--- src/rtl/spi_link_pkg.sv ---
// rtl/spi_link_pkg.sv - shared nibble-link constants, FSM state type and byte assembly helper
package spi_link_pkg;

    localparam int NIBBLE_W = 4;
    localparam int BYTE_W   = 8;

    typedef enum logic [1:0] {
        IDLE = 2'd0,
        NIB0 = 2'd1,
        NIB1 = 2'd2
    } link_state_t;

    // msn_first selects whether the first nibble of a pair lands in bits [7:4] or [3:0]
    function automatic logic [BYTE_W-1:0] assemble_byte(
        input logic [NIBBLE_W-1:0] first,
        input logic [NIBBLE_W-1:0] second,
        input logic                msn_first
    );
        return msn_first ? {first, second} : {second, first};
    endfunction

endpackage

--- src/rtl/byte_fifo.sv ---
// rtl/byte_fifo.sv - synchronous byte FIFO with registered head; push into a full FIFO succeeds only alongside a pop
module byte_fifo
    import spi_link_pkg::*;
#(
    parameter int DEPTH = 4
)
(
    input  logic              clk,
    input  logic              rst_n,
    input  logic              push,
    input  logic [BYTE_W-1:0] push_data,
    input  logic              pop,
    output logic              full,
    output logic              empty,
    output logic [BYTE_W-1:0] head
);

    localparam int AW = $clog2(DEPTH);
    localparam int CW = AW + 1;

    logic [BYTE_W-1:0] mem [DEPTH];
    logic [AW-1:0]     wr_ptr;
    logic [AW-1:0]     rd_ptr;
    logic [AW-1:0]     rd_ptr_inc;
    logic [CW-1:0]     count;
    logic              do_push;
    logic              do_pop;

    assign full       = (count == CW'(DEPTH));
    assign empty      = (count == '0);
    assign do_pop     = pop & ~empty;
    assign do_push    = push & (~full | do_pop);
    assign rd_ptr_inc = rd_ptr + AW'(1);

    always_ff @(posedge clk) begin
        if (do_push) begin
            mem[wr_ptr] <= push_data;
        end
    end

    always_ff @(posedge clk) begin
        if (!rst_n) begin
            wr_ptr <= '0;
            rd_ptr <= '0;
            count  <= '0;
            head   <= '0;
        end else begin
            if (do_push) begin
                wr_ptr <= wr_ptr + AW'(1);
            end
            if (do_pop) begin
                rd_ptr <= rd_ptr_inc;
            end
            case ({do_push, do_pop})
                2'b10:   count <= count + CW'(1);
                2'b01:   count <= count - CW'(1);
                default: count <= count;
            endcase
            // head tracks the entry at rd_ptr after this cycle's push/pop settle
            if (do_pop) begin
                if (count == CW'(1)) begin
                    if (do_push) begin
                        head <= push_data;
                    end
                end else begin
                    head <= mem[rd_ptr_inc];
                end
            end else if (do_push && empty) begin
                head <= push_data;
            end
        end
    end

endmodule

--- src/rtl/spi_nibble_rx.sv ---
// rtl/spi_nibble_rx.sv - nibble link receiver, byte reassembly and FIFO; SPI_NIBBLE_RX_SYNC_EN selects a two-flop input synchronizer
module spi_nibble_rx
    import spi_link_pkg::*;
#(
    parameter int DEPTH     = 4,
    parameter bit MSN_FIRST = 1'b1
)
(
    input  logic                clk,
    input  logic                rst_n,
    input  logic                spi_clk,
    input  logic                spi_en,
    input  logic [NIBBLE_W-1:0] spi_data,
    output logic [BYTE_W-1:0]   rd_data,
    output logic                rd_valid,
    input  logic                rd_ready,
    output logic                overflow,
    output logic                frame_err,
    input  logic                err_clr
);

    logic                link_clk;
    logic                link_en;
    logic [NIBBLE_W-1:0] link_data;
    logic                prev_clk;

`ifdef SPI_NIBBLE_RX_SYNC_EN
    logic                meta_clk;
    logic                meta_en;
    logic [NIBBLE_W-1:0] meta_data;

    always_ff @(posedge clk) begin
        if (!rst_n) begin
            meta_clk  <= 1'b0;
            meta_en   <= 1'b0;
            meta_data <= '0;
            link_clk  <= 1'b0;
            link_en   <= 1'b0;
            link_data <= '0;
        end else begin
            meta_clk  <= spi_clk;
            meta_en   <= spi_en;
            meta_data <= spi_data;
            link_clk  <= meta_clk;
            link_en   <= meta_en;
            link_data <= meta_data;
        end
    end
`else
    always_ff @(posedge clk) begin
        if (!rst_n) begin
            link_clk  <= 1'b0;
            link_en   <= 1'b0;
            link_data <= '0;
        end else begin
            link_clk  <= spi_clk;
            link_en   <= spi_en;
            link_data <= spi_data;
        end
    end
`endif

    always_ff @(posedge clk) begin
        if (!rst_n) begin
            prev_clk <= 1'b0;
        end else begin
            prev_clk <= link_clk;
        end
    end

    link_state_t         state;
    logic [NIBBLE_W-1:0] first_nib;
    logic                strobe;
    logic                push;
    logic [BYTE_W-1:0]   push_data;
    logic                pop;
    logic                full;
    logic                empty;
    logic                overflow_set;
    logic                frame_err_set;

    assign strobe        = link_clk & ~prev_clk & link_en;
    assign push          = (state == NIB1) & strobe;
    assign push_data     = assemble_byte(first_nib, link_data, MSN_FIRST);
    assign rd_valid      = ~empty;
    assign pop           = rd_valid & rd_ready;
    assign overflow_set  = push & full & ~pop;
    assign frame_err_set = (state == NIB1) & ~link_en;

    always_ff @(posedge clk) begin
        if (!rst_n) begin
            state     <= IDLE;
            first_nib <= '0;
        end else begin
            case (state)
                IDLE: begin
                    if (link_en) begin
                        state <= NIB0;
                    end
                end
                NIB0: begin
                    if (!link_en) begin
                        state <= IDLE;
                    end else if (strobe) begin
                        first_nib <= link_data;
                        state     <= NIB1;
                    end
                end
                NIB1: begin
                    if (!link_en) begin
                        state <= IDLE;
                    end else if (strobe) begin
                        state <= NIB0;
                    end
                end
                default: state <= IDLE;
            endcase
        end
    end

    // a set event in the same cycle as err_clr wins
    always_ff @(posedge clk) begin
        if (!rst_n) begin
            overflow  <= 1'b0;
            frame_err <= 1'b0;
        end else begin
            if (overflow_set) begin
                overflow <= 1'b1;
            end else if (err_clr) begin
                overflow <= 1'b0;
            end
            if (frame_err_set) begin
                frame_err <= 1'b1;
            end else if (err_clr) begin
                frame_err <= 1'b0;
            end
        end
    end

    byte_fifo #(
        .DEPTH (DEPTH)
    ) u_fifo (
        .clk       (clk),
        .rst_n     (rst_n),
        .push      (push),
        .push_data (push_data),
        .pop       (pop),
        .full      (full),
        .empty     (empty),
        .head      (rd_data)
    );

endmodule

--- config.mk ---
export PLATFORM = sky130hd
export DESIGN_NAME = spi_nibble_rx
export DESIGN_NICKNAME = d
export VERILOG_FILES = /design/src/rtl/spi_link_pkg.sv /design/src/rtl/byte_fifo.sv /design/src/rtl/spi_nibble_rx.sv
export SDC_FILE = /design/constraint.sdc
export NUM_CORES = 1
export LEC_CHECK = 0
export CAP_MARGIN = 15
export CELL_PAD_IN_SITES_DETAIL_PLACEMENT = 0
export CELL_PAD_IN_SITES_GLOBAL_PLACEMENT = 2
export CORE_ASPECT_RATIO = 1.25
export CORE_MARGIN = 3
export CORE_UTILIZATION = 36
export CTS_CLUSTER_DIAMETER = 100
export CTS_CLUSTER_SIZE = 25
export DETAILED_ROUTE_END_ITERATION = 6
export GPL_TIMING_DRIVEN = 0
export PLACE_DENSITY = 0.71
export SYNTH_ARGS = -nofsm -noshare
export SYNTH_HDL_FRONTEND = slang
export SYNTH_HIERARCHICAL = 1
export SYNTH_SLANG_ARGS = --single-unit
--- constraint.sdc ---
create_clock -name clk -period 2.1 [get_ports clk]
set_input_delay 0.21 -clock clk [delete_from_list [all_inputs] [get_ports clk]]
set_output_delay 0.21 -clock clk [all_outputs]
set_load 0.01 [all_outputs]
== Yosys cells after proc, flatten, opt, wreduce, memory -nomap -nowiden ==
Memory sizes are Yosys's and may differ from the RTL's.
Index checks and enable logic that the tools add are counted.
Word-level totals
  logic and storage cells: 68
  bits in registers: 30
  memory bits (writable): 32
  memories: 1
  output and inout bits: 11
Memories
  u_fifo.mem: depth 4, bits a word 8, rd ports 1, clocked after memory_dff 0, write ports 1, line byte_fifo.sv:21  | logic [BYTE_W-1:0] mem [DEPTH];
Operators by class
  $add $sub $neg: 4
  multiplexer cells: 16
  equal/unequal tests: 10
  bitwise gates (word level): 15
  reductions and logical operators: 10
Operators by type and width (number)
  8-bit 2-to-1 mux: 4
  2-bit 2-to-1 mux: 5
  1-bit bitwise AND: 9
  2-bit nonzero test: 4
  3-bit != test, second input constant: 2
  2-bit case mux with 3 select lines: 1
  3-bit case mux with 2 select lines: 1
  3-bit AND reduction: 2
  1-bit 2-to-1 mux: 5
  1-bit inverter: 5
  2-bit by 1-bit adder with 2-bit output, second input constant: 2
  2-bit by 1-bit == test with 1-bit output, second input constant: 2
  2-bit == test, second input constant: 2
  3-bit by 1-bit adder with 3-bit output, second input constant: 1
  3-bit by 1-bit == test with 1-bit output, second input constant: 1
  3-bit == test, second input constant: 1
  3-bit zero test: 1
  3-bit by 2-bit != test with 1-bit output, second input constant: 1
  3-bit by 1-bit subtractor with 3-bit output, second input constant: 1
  2-bit zero test: 1
  2-bit != test, second input constant: 1
  2-bit AND reduction: 1
  1-bit logical AND: 1
  1-bit bitwise OR: 1

== Longest topological paths before layout ==
Gate-level depths: netlist of the first run.
  depth after elaboration: 9
  mapped depth: 10

== Cells and area by module ==
The synthesis of the first run kept the hierarchy.
Modules (own cells, without submodules)
  byte_fifo: area an instance 2052.0 um^2, cells each 142, times used 1
  spi_nibble_rx: area an instance 550.5 um^2, cells each 55, times used 1

== Worst setup path before layout of the first run ==
Ideal clock, no wire load.
  kind: register to register
  start point: reg u_fifo.count[1]
  end point: mem u_fifo.mem[1][0] (enable)
  path slack: -0.122 ns
  arrival time: 1.890 ns
  buffers on the path: 1
  required time: 1.768 ns
  library setup time: 0.332 ns
  cell stages (with the launch flop): 9
  cell sequence: dfxtp_1 inv_1 ha_1 nand2b_4 inv_4 nor2b_1 clkbuf_4 o21a_1 and2_1
On the way
  word-level cells in the longest chain between the ends: 8
Ends and longest elaborated chain
  start: declaration: line byte_fifo.sv:25  | logic [CW-1:0] count;
  start signal: assignment: line byte_fifo.sv:55  | 2'b10: count <= count + CW'(1);
  start signal: assignment: line byte_fifo.sv:56  | 2'b01: count <= count - CW'(1);
  start signal: assignment: line byte_fifo.sv:57  | default: count <= count;
  3-bit zero test: line byte_fifo.sv:30  | assign empty = (count == '0);
  net empty: line spi_nibble_rx.sv:78  | logic empty;
  1-bit inverter: line spi_nibble_rx.sv:85  | assign rd_valid = ~empty;
  1-bit bitwise AND: line spi_nibble_rx.sv:86  | assign pop = rd_valid & rd_ready;
  net pop: line spi_nibble_rx.sv:76  | logic pop;
  1-bit bitwise AND: line byte_fifo.sv:31  | assign do_pop = pop & ~empty;
  1-bit bitwise OR: line byte_fifo.sv:32  | assign do_push = push & (~full | do_pop);
  1-bit bitwise AND: line byte_fifo.sv:32
  1-bit 2-to-1 mux: line byte_fifo.sv:36  | if (do_push) begin
  1-bit 2-to-1 mux (not written as such): line byte_fifo.sv:37  | mem[wr_ptr] <= push_data;
  end: declaration: line byte_fifo.sv:21
The timed path passes the listed nets, and every way through them passes these cells.

== Worst setup path in the final report of the first run ==
  start point: reg state[1]
  end point: mem u_fifo.mem[0][0] (enable)
On the way
  word-level cells in the longest chain between the ends: 5
Ends and longest elaborated chain
  start: declaration: line spi_nibble_rx.sv:71  | link_state_t state;
  start signal: assignment: line spi_nibble_rx.sv:92  | state <= IDLE;
  start signal: assignment: line spi_nibble_rx.sv:98  | state <= NIB0;
  start signal: assignment: line spi_nibble_rx.sv:103  | state <= IDLE;
  2-bit == test: line spi_nibble_rx.sv:83  | assign push = (state == NIB1) & strobe;
  1-bit bitwise AND: line spi_nibble_rx.sv:83
  net push: line spi_nibble_rx.sv:74  | logic push;
  1-bit bitwise AND: line byte_fifo.sv:32
  1-bit 2-to-1 mux: line byte_fifo.sv:36
  1-bit 2-to-1 mux (not written as such): line byte_fifo.sv:37
The timed path passes the listed nets, and every way through them passes these cells.

==> results of run 1 <==
## worst min path at each step
stage	startpoint	endpoint	cells past startpoint	slack, ps
6_report	spi_data[0]	link_data[0]	2	450
3_3_place_gp	link_clk	prev_clk	1	470
4_1_cts	spi_data[0]	link_data[0]	2	440
3_5_place_dp	link_clk	prev_clk	1	480
5_1_grt	spi_en	link_en	2	430
2_1_floorplan	spi_data[2]	link_data[2]	1	330
## metal layers
layer / global-route usage (%) / wire, microns
met2: 24.95 / 2737
met4: 6.522 / 82
met1: 16.67 / 2111
met5: 0 / 0
met3: 4.383 / 176
## area by class of cell
cell class	count	area [sq um]
fillers	676	3811
flip-flops and latches	62	1564
well taps	90	112.6
plain buffers	7	51.30
clock buffers	10	137.6
inverters	18	70.07
multi-input cells	110	958.4
clock inverters	6	43.79
repair buffers	22	227.7
## logic make-up after synthesis
kind of cell,share of synthesized area [%]
buffers and inverters,4.375
DFF,60.00
xor gates and xnor gates,1.010
muxes,12.31
adders and majority gates,3.846
and+or+nand+nor,11.78
AOI/OAI and AO/OA,6.683
## sequential cells by signal (all words and copies together), names as in the netlist
name	flops
u_fifo/mem	32
u_fifo/head	8
first_nib	4
link_data	4
u_fifo/count	3
state	2
u_fifo/rd_ptr	2
u_fifo/wr_ptr	2
frame_err	1
link_clk	1
link_en	1
overflow	1
prev_clk	1
## report_power, final
part	leakage (nW)	internal [mW]	switching (mW)
Clock	0.0975	0.467	0.483
Combinational	0.524	0.0245	0.0205
Sequential	0.556	1.27	0.00937
## synth_stat cells (2+ instances only)
cell type  instances  area share, %
o21ai_1            3           0.58
edfxtp_1          32             37
xor2_1             2           0.67
clkbuf_1           2           0.29
nor2b_1            2           0.48
nand2_1           15            2.2
nor2_1             6           0.87
clkinv_1           6           0.87
mux2i_1           14            5.4
dfxtp_1           30             23
ha_1               8            3.8
nand3b_1           3           0.87
o22ai_1            8            1.9
mux4_2             8            6.9
and2_1            12            2.9
nand3_1            3           0.58
inv_1             11            1.6
nand2b_4           2            1.1
buf_2              2           0.38
a21oi_1            3           0.58
## stage by stage
stage               total power [mW]  instance area, sq um  cells  hold WS [ps]  util (%)
global route                   2.376                  3166    325         433.4     45.37
detailed placement             1.356                  2923    307         478.5     41.89
global placement               1.354                  2923    307         471.0     41.89
finish                         2.278                  3166    325         448.4     45.37
CTS                            2.305                  3153    325         437.3     45.19
floorplan                      1.327                  2610    197         331.7         -
## cell usage in the layout (no fill, tap or decap), types with 2 or more instances in the layout
master / n
nand2b_4: 2
dfxtp_2: 2
and2_4: 4
buf_2: 2
clkinv_4: 2
and2_1: 8
inv_1: 10
buf_4: 2
clkdlybuf4s50_1: 20
xor2_1: 2
o21ai_1: 3
nand2_1: 15
nand3b_1: 3
nor2_1: 6
ha_1: 7
nand3_1: 3
edfxtp_1: 32
mux4_2: 8
dfxtp_1: 28
o22ai_1: 8
clkinv_1: 6
mux2i_1: 14
inv_4: 3
clkbuf_8: 11
a21oi_1: 3
## worst max-delay path, stage by stage, from the launching register on
cell,delay (ps)
dfxtp_1,450
nand2b_2,100
nor3_1,280
clkbuf_2,290
o21a_2,250
and2_4,260
## repair_timing
item                       CTS  global route
resized for setup            9             4
hold endpoints to repair     0             0
buffers inserted             2             0
pin swaps                    1             0
setup endpoints to repair   43            41
==> metrics.md, run 1 <==
| Metric | Value |
|---|---|
| Clock transition time at the flip-flop clock pins of the worst setup and hold paths | `roughly 80 ps` |
| Vias per std cell | `roughly 4.9` |
| Worst slew margin relative to its limit | `73.00%` |
| Number of instances in the synthesized netlist | `roughly 200` |
| Worst ir drop on vdd | `273.0 uV` |
| Final weighted congestion in routability-driven placement | `~0.74` |
| Post-Route Skew | `roughly 13 ps` |
| Number of global-route vias before repair | `between 1,500 and 2,000` |
| Final hold violations | `0` |
| Setup repair after global routing missed its margin | `false` |
| P per Cell Area | `719.7 mW/mm^2` |
| Share of cells above drive strength 1 | `20.43%` |
| Fin. max-slew vios | `0` |
| Post-Synthesis Net Count | `between 200 and 250` |
| Clk Tree Root Cell | `clkbuf_8` |
| Number of nets with antenna violations after routing | `0` |
| Netlist area before placement | `about 0.0026 sq mm` |
| Post-synthesis cell type count | `45` |
| Initial DRC count | `around 50` |
| CTS tree | `built` |
| Setup tns final | `0 ps` |
| R2R Setup Slk | `approximately 150 ps` |
| Hold WC Path Type | `primary input to flip-flop` |
| Detailed placer's ending HPWL | `3574 microns` |
| Count of flip-flops with a built-in enable after synthesis | `32` |
| Area growth syn-to-layout | `21.63%` |
| Cells on worst reg2reg path | `5` |
| Most common flop cell mapped by yosys | `edfxtp_1` |
| Total vias in the final route | `around 1,600` |
| Diode insertion count for antenna repair | `0` |
| Global-route wire length before repair | `around 8700 microns` |
| Average wire length per cell after detail routing | `between 15 and 20 microns` |
| Maximum clock insertion buffer count | `2` |
| Share of the cycle needed by the critical path after routing | `92.70%` |
| Final setup viols | `0` |
| Area of the core | `~0.0070 sq mm` |
| Number of buffers added to fix hold violations after cts | `0` |
| #FFs+latches synth | `62` |
| Mapped Avg Cell Area | `around 13 sq um` |
| Latest clock arrival within the worst-skew pair | `around 330 ps` |
| Effective utilization at floorplan | `between 30% and 40%` |
| Setup Slack @ Placement | `-305.8 ps` |
| Boundary pin count | `21` |
| Final worst setup slack | `153.3 ps` |
| Critical path launch point | `state[1]` |
| Crit. End Element | `flip-flop` |
| Layout Nets | `between 200 and 250` |
| Height of the die | `101.1 microns` |
| # Max-Cap Violations | `0` |
| Die outline area | `~0.0083 sq mm` |
| Slew of the pin with the lowest slew margin | `about 400 ps` |
| Run status | `finished, final reports clean` |
| Largest net degree at the start of global routing | `13` |
| Crit path max fanout | `10` |
| Critical path capture point | `u_fifo/mem[0][0]` |
| CTS Buf Count | `9` |
| Initial antenna violation count | `0` |
| Std-Cell Rows | `34` |
| Tot GR Track Use | `between 10 and 15%` |
| Sequential element share of the synthesized area | `around 60%` |
| Capture instance of the worst register-to-register path | `u_fifo/mem[0][0]` |
| Arrival @ worst endpoint | `about 2000 ps` |
| Global route total overflow | `0` |
| Start-to-end type of the worst setup path | `flip-flop to flip-flop` |
| Sinks on the clock net | `slightly above 60` |
| H-Tree Level Count | `3` |
| Reg-to-reg startpoint | `state[1]` |
| Reported leakage power | `1.178 nW` |
| YS warnings | `6` |
| Final wirelength | `between 5000 and 6000 microns` |
| Required time of the critical path | `2130 ps` |
| Setup crit start kind | `flip-flop` |
| Post-synthesis async set-or-reset flop share | `0%` |
| Final critical path time including I/O delays and setup | `between 1500 and 2000 ps` |
| Final routed DRC violation total | `0` |
| Port bufs | `20` |
| Horiz. Die Dim | `82.05 microns` |
| Pre-Repair DR Iteration Count | `4` |
| Fmax | `between 0.5 and 0.6 GHz` |
No activity file was read; power rests on OpenSTA's default activity.
==> run 2: changes to the inputs <==
--- a/config.mk
+++ b/config.mk
@@ -10,12 +10,13 @@
 export CELL_PAD_IN_SITES_GLOBAL_PLACEMENT = 2
 export CORE_ASPECT_RATIO = 1.25
 export CORE_MARGIN = 3
-export CORE_UTILIZATION = 36
-export CTS_CLUSTER_DIAMETER = 100
+export CORE_UTILIZATION = 38
+export CTS_BUF_LIST = sky130_fd_sc_hd__clkbuf_2
+export CTS_CLUSTER_DIAMETER = 50
 export CTS_CLUSTER_SIZE = 25
 export DETAILED_ROUTE_END_ITERATION = 6
 export GPL_TIMING_DRIVEN = 0
-export PLACE_DENSITY = 0.71
+export PLACE_DENSITY = 0.75
 export SYNTH_ARGS = -nofsm -noshare
 export SYNTH_HDL_FRONTEND = slang
 export SYNTH_HIERARCHICAL = 1
==> run 2 against run 1 <==
  * Power decreased by 11%
  * Fmax down 2.1%
  * Final cell count fell by 0.92%
  * Clock skew up 17 ps
  * Global-route usage fell by 0.82 points
  * Worst hold slack got worse by 130 ps
  * Clock power fell by 27%
  * Cell area down 3.0%
  * Largest cell class unchanged
==> metrics.md, run 2 (synthesis gave the netlist of run 1 again) <==
| Metric | Value |
|---|---|
| Total vias in the final route | `about 1,600` |
| Sinks on the clock net | `62` |
| Final routed DRC violation total | `0` |
| Average wire length per cell after detail routing | `roughly 15 microns` |
| Clk Tree Root Cell | `clkbuf_2` |
| # Max-Cap Violations | `0` |
| Layout Nets | `~250` |
| Area of the core | `~0.0066 sq mm` |
| Fin. max-slew vios | `0` |
| Sequential Area | `about 0.0016 sq mm` |
| R2R Setup Slk | `approximately 110 ps` |
| Final cell count without fillers | `~320` |
| Run status | `finished, final reports clean` |
| Biggest registers after layout | `u_fifo/mem: 32 flops, u_fifo/head: 8 flops` |
| Net switching fraction of the power | `22.05%` |
| Number of buffers added to fix hold violations after cts | `0` |
| Vias per std cell | `a little under 5` |
| Crit path max fanout | `10` |
| Port bufs | `20` |
| Diode insertion count for antenna repair | `0` |
| Commonest non-fill, non-tap cells in the layout | `32 x edfxtp_1, 28 x dfxtp_1, 19 x clkdlybuf4s50_1` |
| Effective utilization at floorplan | `approximately 39%` |
| Final hold violations | `0` |
| Global-route wire length before repair | `between 8000 and 9000 microns` |
| Arrival @ worst endpoint | `around 2400 ps` |
| Combinational fraction of design power | `2.2%` |
| Final worst setup slack | `~110 ps` |
| Latest clock arrival within the worst-skew pair | `about 460 ps` |
| Post-Route Skew | `approximately 31 ps` |
| Critical path capture point | `u_fifo/head[6]` |
| Multi-input gate area in the final layout | `953.4 sq um` |
| Initial antenna violation count | `0` |
| Final weighted congestion in routability-driven placement | `approximately 0.79` |
| Cells on worst reg2reg path | `10` |
| Capture instance of the worst register-to-register path | `u_fifo/head[6]` |
| Start-to-end type of the worst setup path | `flip-flop to flip-flop` |
| Reg-to-reg startpoint | `u_fifo/count[0]` |
| Hold path startpoint | `spi_data[0]` |
| Horiz. Die Dim | `between 80 and 90 microns` |
| Utilization after layout | `between 40% and 50%` |
| CTS Buf Count | `9` |
| FILL cells | `about 630` |
| Required time of the critical path | `roughly 2500 ps` |
| Share of cells above drive strength 1 | `20.00%` |
| Initial DRC count | `78` |
| Flip-flop count of the largest register after layout | `32` |
| Detailed placer's ending HPWL | `3464 microns` |
| Hold WC Path Type | `primary input to flip-flop` |
| Setup crit start kind | `flip-flop` |
| Worst ir drop on vdd | `275.0 uV` |
| Die outline area | `just under 0.008 sq mm` |
| Boundary pin count | `21` |
| Largest net degree at the start of global routing | `12` |
| Global route total overflow | `0` |
| Cell-internal power | `around 1.6 mW` |
| Tot GR Track Use | `13.83%` |
| Final setup viols | `0` |
| Maximum clock insertion buffer count | `2` |
| Setup Slack @ Placement | `-274.7 ps` |
| Placed instance count | `304` |
| P per Cell Area | `around 660 mW/mm^2` |
| Register with the most flip-flops | `u_fifo/mem` |
| Reported leakage power | `1.157 nW` |
| Number of global-route vias before repair | `~1,700` |
| Share of total power in the clock network | `between 30% and 40%` |
| Switching power summed over all nets | `between 400 and 500 uW` |
| Pwr Total | `between 2 and 2.5 mW` |
| Std-Cell Rows | `33` |
| Setup repair after global routing missed its margin | `false` |
| Pre-Repair DR Iteration Count | `4` |
| Worst slew margin relative to its limit | `a little over two thirds` |
| Number of nets with antenna violations after routing | `0` |
| Fraction of power consumed by sequential logic | `63.6%` |
| Clock transition time at the flip-flop clock pins of the worst setup and hold paths | `about 160 ps` |
| Most common cell after layout, fill and taps aside | `edfxtp_1` |
| Share of the cycle needed by the critical path after routing | `94.73%` |
| WHS | `317.7 ps` |
| Crit. End Element | `flip-flop` |
| H-Tree Level Count | `3` |
| Final wirelength | `just under 5000 microns` |
| Fmax | `approximately 0.50 GHz` |
| Area growth syn-to-layout | `18.03%` |
| Height of the die | `between 90 and 100 microns` |
| Slew of the pin with the lowest slew margin | `approximately 440 ps` |
| Final critical path time including I/O delays and setup | `between 1500 and 2000 ps` |
| CTS tree | `built` |
| Critical path launch point | `u_fifo/count[0]` |
-- run 2: cell count changes in the layout (fill, tap and decap cells not counted), sizes merged --
cell,previous run,this run
buf,6,8
bufinv,0,1
clkbuf,13,11
clkdlybuf4s50,20,19
clkinvlp,0,2
dlymetal6s2s,0,1
inv,15,12
-- run 2: cell type report --
cell class	instances	area share, %
flip-flops and latches	62	50.92
multi-input cells	110	31.04
repair buffers	22	7.088
well taps	87	3.544
inverters	18	2.281
clock inverters	6	2.037
clock buffers	10	1.629
plain buffers	7	1.466
-- run 2: repair_timing --
item,4_1_cts,5_1_grt
setup endpoints to repair,43,40
setup buffers,2,0
pin swaps,1,0
resized for setup,11,3
-- run 2: layer usage --
metal / GRT usage [%] / routed length [microns]
met3: 3.931 / 206
met5: 0 / 0
met4: 7.412 / 106
met1: 15.35 / 2019
met2: 23.60 / 2530
-- run 2: worst min path at each step --
stage,cells past startpoint,to,slack [ps]
finish,2,link_data[0],320
global route,2,link_clk,240
CTS,2,link_data[0],250
detailed placement,1,prev_clk,470
global placement,1,prev_clk,470
floorplan,1,link_data[2],330
-- run 2: worst max-delay path, cell delays in order, from the launching register on --
cell	delay, ps
dfxtp_2	360
inv_1	90
ha_4	210
nand2b_4	90
inv_4	50
nor2b_2	220
buf_4	220
o21ai_0	130
or2_1	240
buf_6	140
o22ai_1	150
-- run 2: power by group through the flow --
stage	sequential [mW]	combinational, mW	clock (mW)
floorplan	1.31	0.0209	0
global placement	1.31	0.0441	0
detailed placement	1.31	0.0448	0
CTS	1.28	0.0450	0.729
global route	1.29	0.0492	0.778
finish	1.28	0.0447	0.690
-- run 2: through the flow --
step | cell area [sq um] | setup TNS [ps]
after global routing | 3072 | 0
after floorplan | 2610 | 0
after global placement | 2919 | -7958
after detailed placement | 2919 | -9549
final | 3072 | 0
after CTS | 3069 | 0
